`src/rtl/serial_adder_8.sv`:
```
// serial_adder_8: bit-serial LSB-first adder (sum = a + b + cin) behind a start/busy/done handshake.
// Define SERIAL_ADDER_OVF_EN to add the registered signed-overflow output o_ovf.
module serial_adder_8 #(
  parameter int WIDTH = 8
) (
  input  logic             clk,
  input  logic             rst_n,
  input  logic             i_start,
  input  logic [WIDTH-1:0] i_a,
  input  logic [WIDTH-1:0] i_b,
  input  logic             i_cin,
  output logic             o_busy,
  output logic             o_done,
  output logic [WIDTH-1:0] o_sum,
  output logic             o_cout
`ifdef SERIAL_ADDER_OVF_EN
  ,
  output logic             o_ovf
`endif
);

  localparam int CW = (WIDTH > 1) ? $clog2(WIDTH) : 1;

  typedef enum logic [1:0] {
    S_IDLE,
    S_RUN,
    S_DONE
  } state_t;

  state_t           r_state;
  logic [WIDTH-1:0] r_a;
  logic [WIDTH-1:0] r_b;
  logic [WIDTH-2:0] r_acc;
  logic             r_carry;
  logic [CW-1:0]    r_cnt;

  logic             w_sbit;
  logic             w_cnext;
  logic             w_last;
  logic             w_accept;
  logic [WIDTH-1:0] w_acc_next;

  // One full-adder slice on the current LSBs of the operand shift registers.
  assign w_sbit   = r_a[0] ^ r_b[0] ^ r_carry;
  assign w_cnext  = (r_a[0] & r_b[0]) | (r_a[0] & r_carry) | (r_b[0] & r_carry);
  assign w_last   = (r_cnt == CW'(WIDTH - 1));
  assign w_accept = i_start && (r_state != S_RUN);

  // The accumulator keeps WIDTH-1 bits; on the last RUN cycle the new bit
  // completes the word, so w_acc_next is the full aligned sum.
  assign w_acc_next = {w_sbit, r_acc};

  // NOTE: sequential state uses non-blocking assignments so every register
  // samples pre-edge values regardless of statement order.
  always_ff @(posedge clk) begin
    if (!rst_n) begin
      r_state <= S_IDLE;
      o_busy  <= 1'b0;
      o_done  <= 1'b0;
      o_sum   <= '0;
      o_cout  <= 1'b0;
`ifdef SERIAL_ADDER_OVF_EN
      o_ovf   <= 1'b0;
`endif
    end else begin
      o_done <= 1'b0;
      case (r_state)
        S_IDLE, S_DONE: begin
          if (i_start) begin
            r_state <= S_RUN;
            o_busy  <= 1'b1;
`ifdef SERIAL_ADDER_OVF_EN
            o_ovf   <= 1'b0;
`endif
          end else begin
            r_state <= S_IDLE;
          end
        end
        S_RUN: begin
          if (w_last) begin
            r_state <= S_DONE;
            o_busy  <= 1'b0;
            o_done  <= 1'b1;
            o_sum   <= w_acc_next;
            o_cout  <= w_cnext;
`ifdef SERIAL_ADDER_OVF_EN
            // On the last cycle the operand LSBs are the original sign bits.
            o_ovf   <= (r_a[0] == r_b[0]) && (w_sbit != r_a[0]);
`endif
          end
        end
        default: begin
          r_state <= S_IDLE;
          o_busy  <= 1'b0;
        end
      endcase
    end
  end

  // NOTE: the datapath registers carry no reset; they are always reloaded on
  // an accepted start before any of their contents reach an output.
  always_ff @(posedge clk) begin
    if (w_accept) begin
      r_a     <= i_a;
      r_b     <= i_b;
      r_carry <= i_cin;
      r_cnt   <= '0;
      r_acc   <= '0;
    end else if (r_state == S_RUN) begin
      r_a     <= r_a >> 1;
      r_b     <= r_b >> 1;
      r_carry <= w_cnext;
      r_cnt   <= r_cnt + CW'(1);
      r_acc   <= w_acc_next[WIDTH-1:1];
    end
  end

  a_done_single : assert property (@(posedge clk) disable iff (!rst_n) o_done |=> !o_done);
  a_busy_done_excl : assert property (@(posedge clk) disable iff (!rst_n) !(o_busy && o_done));

endmodule

```
`config.mk`:
```
export PLATFORM = sky130hd
export DESIGN_NAME = serial_adder_8
export DESIGN_NICKNAME = d
export VERILOG_FILES = /design/src/rtl/serial_adder_8.sv
export SDC_FILE = /design/constraint.sdc
export NUM_CORES = 1
export LEC_CHECK = 0
export CORE_AREA = 5 5 63 65
export DETAILED_ROUTE_END_ITERATION = 16
export DIE_AREA = 0 0 68 70
export PLACE_DENSITY_LB_ADDON = 0.05
export SLEW_MARGIN = 20
export SYNTH_ARGS = -nofsm -noshare
export SYNTH_HDL_FRONTEND = slang
export SYNTH_SLANG_ARGS = --single-unit
```
`constraint.sdc`:
```
create_clock -name clk -period 2.05 [get_ports clk]
set_clock_uncertainty 0.15 [all_clocks]
set_input_delay 0.41 -clock clk [delete_from_list [all_inputs] [get_ports clk]]
set_output_delay 0.41 -clock clk [all_outputs]
set_load 0.005 [all_outputs]
```
**After elaboration in Yosys (flattened, before gate mapping)**

Index checks and enable logic that the tools add are counted.

- Register bits: 40
- Output and inout port bits: 11
- Word-level logic and storage cells: 44

- Add/subtract/negate cells: 1
- Equality and inequality tests: 6
- Multiplexer cells: 13
- Bitwise operators: 7
- Reduce and logical (&&, ||, !) cells: 7

Operator list:

| operator | count |
|---|---|
| 2-to-1 mux 8 bit | 4 |
| 2-to-1 mux 1 bit | 6 |
| AND reduction 2 bit | 3 |
| != test 2 bit (second input constant) | 2 |
| one-hot mux 2 bit (2 select lines) | 1 |
| adder 3 x 1 -> 3 bit (second input constant) | 1 |
| bitwise AND 1 bit | 3 |
| == test 3 bit (second input constant) | 1 |
| == test 2 x 1 -> 1 bit (second input constant) | 1 |
| == test 2 bit (second input constant) | 1 |
| logical NOT 2 bit | 1 |
| 2-to-1 mux 2 bit | 1 |
| != test 2 x 1 -> 1 bit (second input constant) | 1 |
| bitwise OR 1 bit | 2 |
| one-hot mux 1 bit (2 select lines) | 1 |
| nonzero test 2 bit | 1 |
| OR reduction 2 bit | 1 |
| XOR 1 bit | 2 |
| logical AND 1 bit | 1 |

**Depth between registers and ports, before layout**

Gate-level depths: netlist of run 1.

- Depth in word-level cells: 5
- Gate-level depth with buffers: 6

**Worst setup path before layout of run 1**

No wires, ideal clock.

- Path kind: register -> register
- From: register r_state[0]
- To: register r_a[0] (enable)
- Setup time: 0.377 ns
- Data arrival time: 0.958 ns
- Setup slack: 0.565 ns
- Stages on the path, launching flop included: 3
- Buffers on the path: 0
- Path through: dfxtp_1 -> nand2b_4 -> nand2b_1

- Cells in the longest elaborated chain, start to end: 3

RTL lines:

| element | RTL line | text |
|---|---|---|
| from (decl) | 30 | `state_t r_state;` |
| from (signal assigned) | 57 | `r_state <= S_IDLE;` |
| from (signal assigned) | 70 | `r_state <= S_RUN;` |
| from (signal assigned) | 76 | `r_state <= S_IDLE;` |
| != test 2 x 1 -> 1 bit | 47 | `assign w_accept = i_start && (r_state != S_RUN);` |
| logical AND 1 bit | 47 |  |
| nonzero test 2 bit (no source line) (*) | -- |  |
| to (signal assigned) | 104 | `r_a <= i_a;` |
| to (signal assigned) | 110 | `r_a <= r_a >> 1;` |
| to (decl) | 31 | `logic [WIDTH-1:0] r_a;` |

Mark *: on every way between the ends. The rest lies on a longest branch, timed or not.
A chain may end at the register's enable or synchronous reset.

**Worst setup path after layout of run 1**

- From: register o_sum[5]
- To: output o_sum[5]

RTL lines:

| element | RTL line | text |
|---|---|---|
| from (decl) | 14 | `output logic [WIDTH-1:0] o_sum,` |
| from (signal assigned) | 84 | `o_sum <= w_acc_next;` |

No word-level cell between the ends.

==> results.tsv, run 1 <==
stage	metric	value	unit
synthesis	synthCells	137	
global_route	grt_max_degree	23	
cts	cts_hold_buf	0	
synthesis	netlist_area	1650	sq um
die	fp.dieH	70	microns
cts	clockBufferDepth	2	
routing	wire_per_inst	12.6	microns
cts	clk_latency	0.35	ns
worst_setup_path	r2r_start	r_state[0]	
sta	worst-slew-pin-transition	0.361	ns
synthesis	synth_area_per_cell	12.0	sq um
routing	drtPass1Iterations	4	
sta	setup_ws	0.278	ns
die	dieArea	4760	sq um
die	coreArea	3280	sq um
global_route	grt_pass1_vias	1100	
worst_setup_path	worstPathMaxFanout	2	
layout	final_area	2080	sq um
synthesis	syn_nets	160	
global_route	grt_overflow	0	
synthesis	synth-seq-cells	40	
routing	dr.first_iter.drc_count	93	
worst_setup_path	crit_buf_inv	1	
die	start_util	0.502	
cts	clkTransAtPathRegs	0.11	ns
pwr	p_leak	0.877	nW
layout	finalCoreUtilization	0.632	
worst_setup_path	worstSetupPathType	flop to output pin	
cts	clock-sinks	40	
sta	period_needed	1.77	ns
worst_setup_path	worst-path-stages	1	
sta	hold_violations	0	
sta	rsz0062_at_grt	false	
hold_path	whs_path_depth	2	
worst_setup_path	cp_slowest_cell	clkdlybuf4s50_1	
routing	drt_wl_total	2740	microns
pwr	powerDensity	790	nW/um^2
run_status	status	finished clean	
place	port-buffer-count	30	
routing	vias_per_cell	4.93	
worst_setup_path	r2r_cells	3	
cts	postCtsSetupBuffers	0	
synthesis	ys_types	24	
pwr	vdd_ir_drop_max	450	uV
place	placed_area	2000	sq um
routing	num_vias	1070	
cts	cts_buffers	5	
hold_path	hold_path.class	flop to flop	
layout	syn2layout_area_growth	26.0	%
hold_path	hold_start	o_sum[2]	
global_route	globalRouteTotalUtil	0.131	
die	rows	21	
cts	ctsResizeCount	0	
sta	maxSlewViolCount	0	
sta	setup_tns	0	ns
sta	min_period_over_period	0.864	
place	place_hpwl	2000	microns
die	io_pins	31	
layout	finalNetCount	193	
worst_setup_path	max_stage_delay	0.51	ns
worst_setup_path	rr_endpoint	r_b[5]	
worst_setup_path	path_cells	clkdlybuf4s50_1	
global_route	grt_first_pass_wirelength	4770	microns
sta	hold-worst-slack	0.305	ns
place	post-place-ws	0.105	ns
sta	fmax	564	MHz
routing	remaining_drc_errors	0	
worst_setup_path	worstPathRequired	1.49	ns
sta	setup_viol	0	
worst_setup_path	reg2reg_slack	0.38	ns
cts	cts_root_buffer	clkbuf_4	
layout	antenna_cells	0	
sta	slew_headroom	0.759	
worst_setup_path	crit_family	buffers and inverters	
worst_setup_path	arrival	1.21	ns
place	place.gp.congestion	0.702	
hold_path	whs_endpoint	o_sum[2]	
global_route	grt_antenna_before_repair	0	
routing	ant_nets	0	
die	die_x	68	microns
worst_setup_path	cp-start-kind	flop	
layout	drive_above_1_share	0.158	
synthesis	synth_warnings	0	
run	maxCapViolations	0	
worst_setup_path	critPathCaptureType	output pin	
synthesis	synth_seq_area_share	0.589	
cts	cts-htree-levels	2	
cts	cts_tree	done	
[how the worst max path moves through the flow]
stage / endpoint / startpoint / slack, ns
after floorplan: r_a[0] / r_state[0] / 0.56
after detailed placement: r_a[1] / i_start / 0.11
after global routing: o_sum[5] / o_sum[5] / 0.20
final: o_sum[5] / o_sum[5] / 0.28
after global placement: r_a[1] / i_start / 0.15
after CTS: o_cout / o_cout / 0.27
[registers in the layout, summed over array words and instances (netlist names)]
register and cells:
o_busy 1, r_carry 1, r_cnt 3, r_b 8, r_acc 7, o_sum 8, r_state 2, o_cout 1
o_done 1, r_a 8
[layer usage]
layer  vias to the layer above  part of all wire  track usage
met4                         0             0.018       0.0530
met5                         -                 0            0
met2                        20              0.50        0.206
met3                         7             0.052       0.0545
li1                        547                 -            -
met1                       496              0.43        0.156
[logic make-up (layout without fill, tap and decap cells)]
group	Yosys count	after routing	synth area share
flip-flops	40	40	0.589
AND/OR/NAND/NOR	68	68	0.218
AO/OA/AOI/OAI	3	3	0.00911
adder cells (fa/ha/maj)	3	3	0.0273
buffers and inverters	7	41	0.0251
multiplexers	16	16	0.131
[stage by stage]
step / cells / power, mW
after detailed placement: 209 / 1.16
after global routing: 217 / 1.72
final: 217 / 1.64
after CTS: 217 / 1.66
after global placement: 209 / 1.15
after floorplan: 137 / 1.08
[report_power, final]
group	switching [mW]	internal, mW
logic	0.0781	0.122
clock network	0.248	0.256
registers	0.0296	0.907
[worst register-to-register path: stages (launching register included)]
cell,delay (ns)
dfxtp_1,0.49
nand2b_4,0.17
nand2_4,0.26
mux2_2,0.37
[cells in the final DEF, fill, tap and decap left out]
master / Yosys / final
clkdlybuf4s50_1: 0 / 30
nand2_1: 27 / 27
dfxtp_1: 23 / 23
nand3_1: 18 / 18
edfxtp_1: 17 / 17
mux2_4: 10 / 10
nand3b_1: 10 / 10
mux2_2: 5 / 5
clkbuf_4: 0 / 5
nor2_1: 2 / 2
nor2b_1: 2 / 2
a21oi_1: 2 / 2
and2_1: 2 / 2
and3_1: 2 / 2
ha_1: 2 / 2
buf_4: 0 / 2
nand2b_4: 1 / 1
nand2_4: 1 / 1
nand2b_1: 1 / 1
and3b_1: 1 / 1
and2b_1: 1 / 1
o21ai_0: 1 / 1
mux2i_1: 1 / 1
fa_1: 1 / 1
bufinv_16: 0 / 1
clkinv_2: 0 / 1
clkbuf_1: 3 / 1
buf_12: 0 / 1
[synth_stat cells, drive strengths merged]
| master | count | area (sq um) |
|---|---|---|
| a21oi | 2 | 10.0 |
| and2 | 2 | 12.5 |
| and2b | 1 | 7.51 |
| and3 | 2 | 12.5 |
| and3b | 1 | 8.76 |
| buf | 4 | 30.0 |
| clkbuf | 3 | 11.3 |
| dfxtp | 23 | 460 |
| edfxtp | 17 | 510 |
| fa | 1 | 20.0 |
| ha | 2 | 25.0 |
| mux2 | 15 | 206 |
| mux2i | 1 | 10.0 |
| nand2 | 28 | 113 |
| nand2b | 2 | 20.0 |
| nand3 | 18 | 90.1 |
| nand3b | 10 | 75.1 |
| nor2 | 2 | 7.51 |
| nor2b | 2 | 12.5 |
| o21ai | 1 | 5.00 |
[cell type report]
cell class | instances | area [sq um]
Tap cell | 46 | 57.6
Clock inverter | 2 | 35.0
Sequential cell | 40 | 971
Timing Repair Buffer | 33 | 335
Clock buffer | 6 | 41.3
Fill cell | 293 | 1210
Multi-Input combinational cell | 90 | 636
Power figures use the tool's default switching activity.
==> inputs of run 2 (changes only) <==
--- a/config.mk
+++ b/config.mk
@@ -5,9 +5,9 @@
 export SDC_FILE = /design/constraint.sdc
 export NUM_CORES = 1
 export LEC_CHECK = 0
-export CORE_AREA = 5 5 63 65
+export CORE_AREA = 5 5 62 64
 export DETAILED_ROUTE_END_ITERATION = 16
-export DIE_AREA = 0 0 68 70
+export DIE_AREA = 0 0 67 69
 export PLACE_DENSITY_LB_ADDON = 0.05
 export SLEW_MARGIN = 20
 export SYNTH_ARGS = -nofsm -noshare
==> constraint.sdc (replaced) <==
create_clock -name clk -period 2.2 [get_ports clk]
set_clock_uncertainty 0.15 [all_clocks]
set_input_delay 0.44 -clock clk [delete_from_list [all_inputs] [get_ports clk]]
set_output_delay 0.44 -clock clk [all_outputs]
set_load 0.005 [all_outputs]
==> run 2 against run 1 <==
Compared with the run above: worst setup slack improved by 0.13 ns; die area decreased by 2.9%; global-route usage increased by 0.052 points; critical path depth unchanged; design area increased by 0.42%; critical path type unchanged.
==> results.tsv, run 2 (synthesis results as in run 1) <==
stage	metric	value	unit
run_status	status	finished clean	
global_route	grt_first_pass_wirelength	4700	microns
worst_setup_path	critPathCaptureType	output pin	
cts	clkTransAtPathRegs	0.11	ns
layout	largestRegisters	o_sum (8), r_a (8), r_b (8)	
hold_path	hold_path.class	flop to flop	
cts	clock-sinks	40	
cts	cts-htree-levels	2	
worst_setup_path	worstSetupPathType	flop to output pin	
global_route	globalRouteTotalUtil	0.132	
routing	drt_wl_total	2750	microns
place	place_hpwl	2000	microns
worst_setup_path	path_cells	clkdlybuf4s50_1	
worst_setup_path	cp-start-kind	flop	
pwr	p_leak	0.881	nW
sta	period_needed	1.79	ns
global_route	grt_antenna_before_repair	0	
layout	drive_above_1_share	0.158	
routing	drtPass1Iterations	5	
routing	ant_nets	0	
cts	postCtsSetupBuffers	0	
routing	remaining_drc_errors	0	
cts	clk_latency	0.33	ns
worst_setup_path	worstPathRequired	1.61	ns
cts	cts_root_buffer	clkbuf_4	
global_route	grt_max_degree	23	
sta	rsz0062_at_grt	false	
die	fp.dieH	69	microns
worst_setup_path	crit_family	buffers and inverters	
sta	fmax	560	MHz
die	die_x	67	microns
place	port-buffer-count	30	
global_route	grt_overflow	0	
run	maxCapViolations	0	
routing	wire_per_inst	12.7	microns
layout	finalNetCount	193	
worst_setup_path	cp_slowest_cell	clkdlybuf4s50_1	
cts	cts_tree	done	
die	rows	21	
global_route	grt_pass1_vias	1059	
worst_setup_path	max_stage_delay	0.51	ns
worst_setup_path	worstPathMaxFanout	2	
sta	setup_tns	0	ns
cts	cts_buffers	5	
routing	num_vias	1086	
layout	syn2layout_area_growth	26.5	%
sta	maxSlewViolCount	0	
pwr	powerDensity	741	nW/um^2
worst_setup_path	crit_buf_inv	1	
layout	final_cell_mix	30 x clkdlybuf4s50_1, 27 x nand2_1, 23 x dfxtp_1	
cts	ctsResizeCount	0	
pwr	vdd_ir_drop_max	467	uV
place	place.gp.congestion	0.681	
routing	dr.first_iter.drc_count	37	
cts	clockBufferDepth	2	
layout	final_common_cell	clkdlybuf4s50_1	
die	io_pins	31	
die	coreArea	3230	sq um
cts	cts_hold_buf	0	
layout	fill_cells	270	
routing	vias_per_cell	5.00	
worst_setup_path	arrival	1.20	ns
layout	finalCoreUtilization	0.645	
sta	worst-slew-pin-transition	0.378	ns
sta	slew_headroom	0.748	
sta	min_period_over_period	0.812	
sta	hold_violations	0	
layout	antenna_cells	0	
sta	setup_viol	0	
die	dieArea	4620	sq um
die	start_util	0.510	
[run 2: per-stage QoR]
stage	std cells	hold slack, ns	total power [mW]	setup slack [ns]	cell area, sq um
final	217	0.307	1.54	0.413	2080
after global routing	217	0.340	1.63	0.325	2080
after CTS	217	0.308	1.57	0.384	2080
after detailed placement	209	0.293	1.08	0.224	2000
after global placement	209	0.286	1.07	0.249	2000
after floorplan	137	0.281	1.01	0.715	1650
[run 2: worst paths after layout]
path | slack [ns] | startpoint | cells past startpoint | end
worst max register to register | 0.51 | r_state[0] | 3 | r_carry
worst min register to register | 0.31 | o_sum[3] | 2 | o_sum[3]
worst min-delay path | 0.31 | o_sum[3] | 2 | o_sum[3]
worst max-delay path | 0.41 | o_sum[5] | 1 | o_sum[5]
[run 2: cell type report]
| class | instances | area, sq um | share of cell area |
|---|---|---|---|
| clock buffer | 6 | 51.3 | 0.0246 |
| clock inverter | 2 | 33.8 | 0.0162 |
| multi-input combinational | 90 | 636 | 0.305 |
| sequential | 40 | 971 | 0.466 |
| tap | 46 | 57.6 | 0.0276 |
| timing repair buffer | 33 | 335 | 0.161 |
[run 2: metal layers]
layer  share of wire  GRT usage
met5               0          0
met2            0.48      0.207
met3           0.062     0.0503
met4           0.011     0.0541
met1            0.44      0.159
[run 2: worst reg2reg max path, delay by kind of cell, from the launching register on]
family | cells | cell delay [ns]
flip-flops | 1 | 0.49
AND/OR/NAND/NOR | 2 | 0.44
multiplexers | 1 | 0.37
[run 2: power breakdown]
| part | internal (mW) | switching, mW |
|---|---|---|
| Sequential | 0.845 | 0.0287 |
| Combinational | 0.114 | 0.0726 |
| Clock | 0.267 | 0.217 |
| Total | 1.23 | 0.318 |
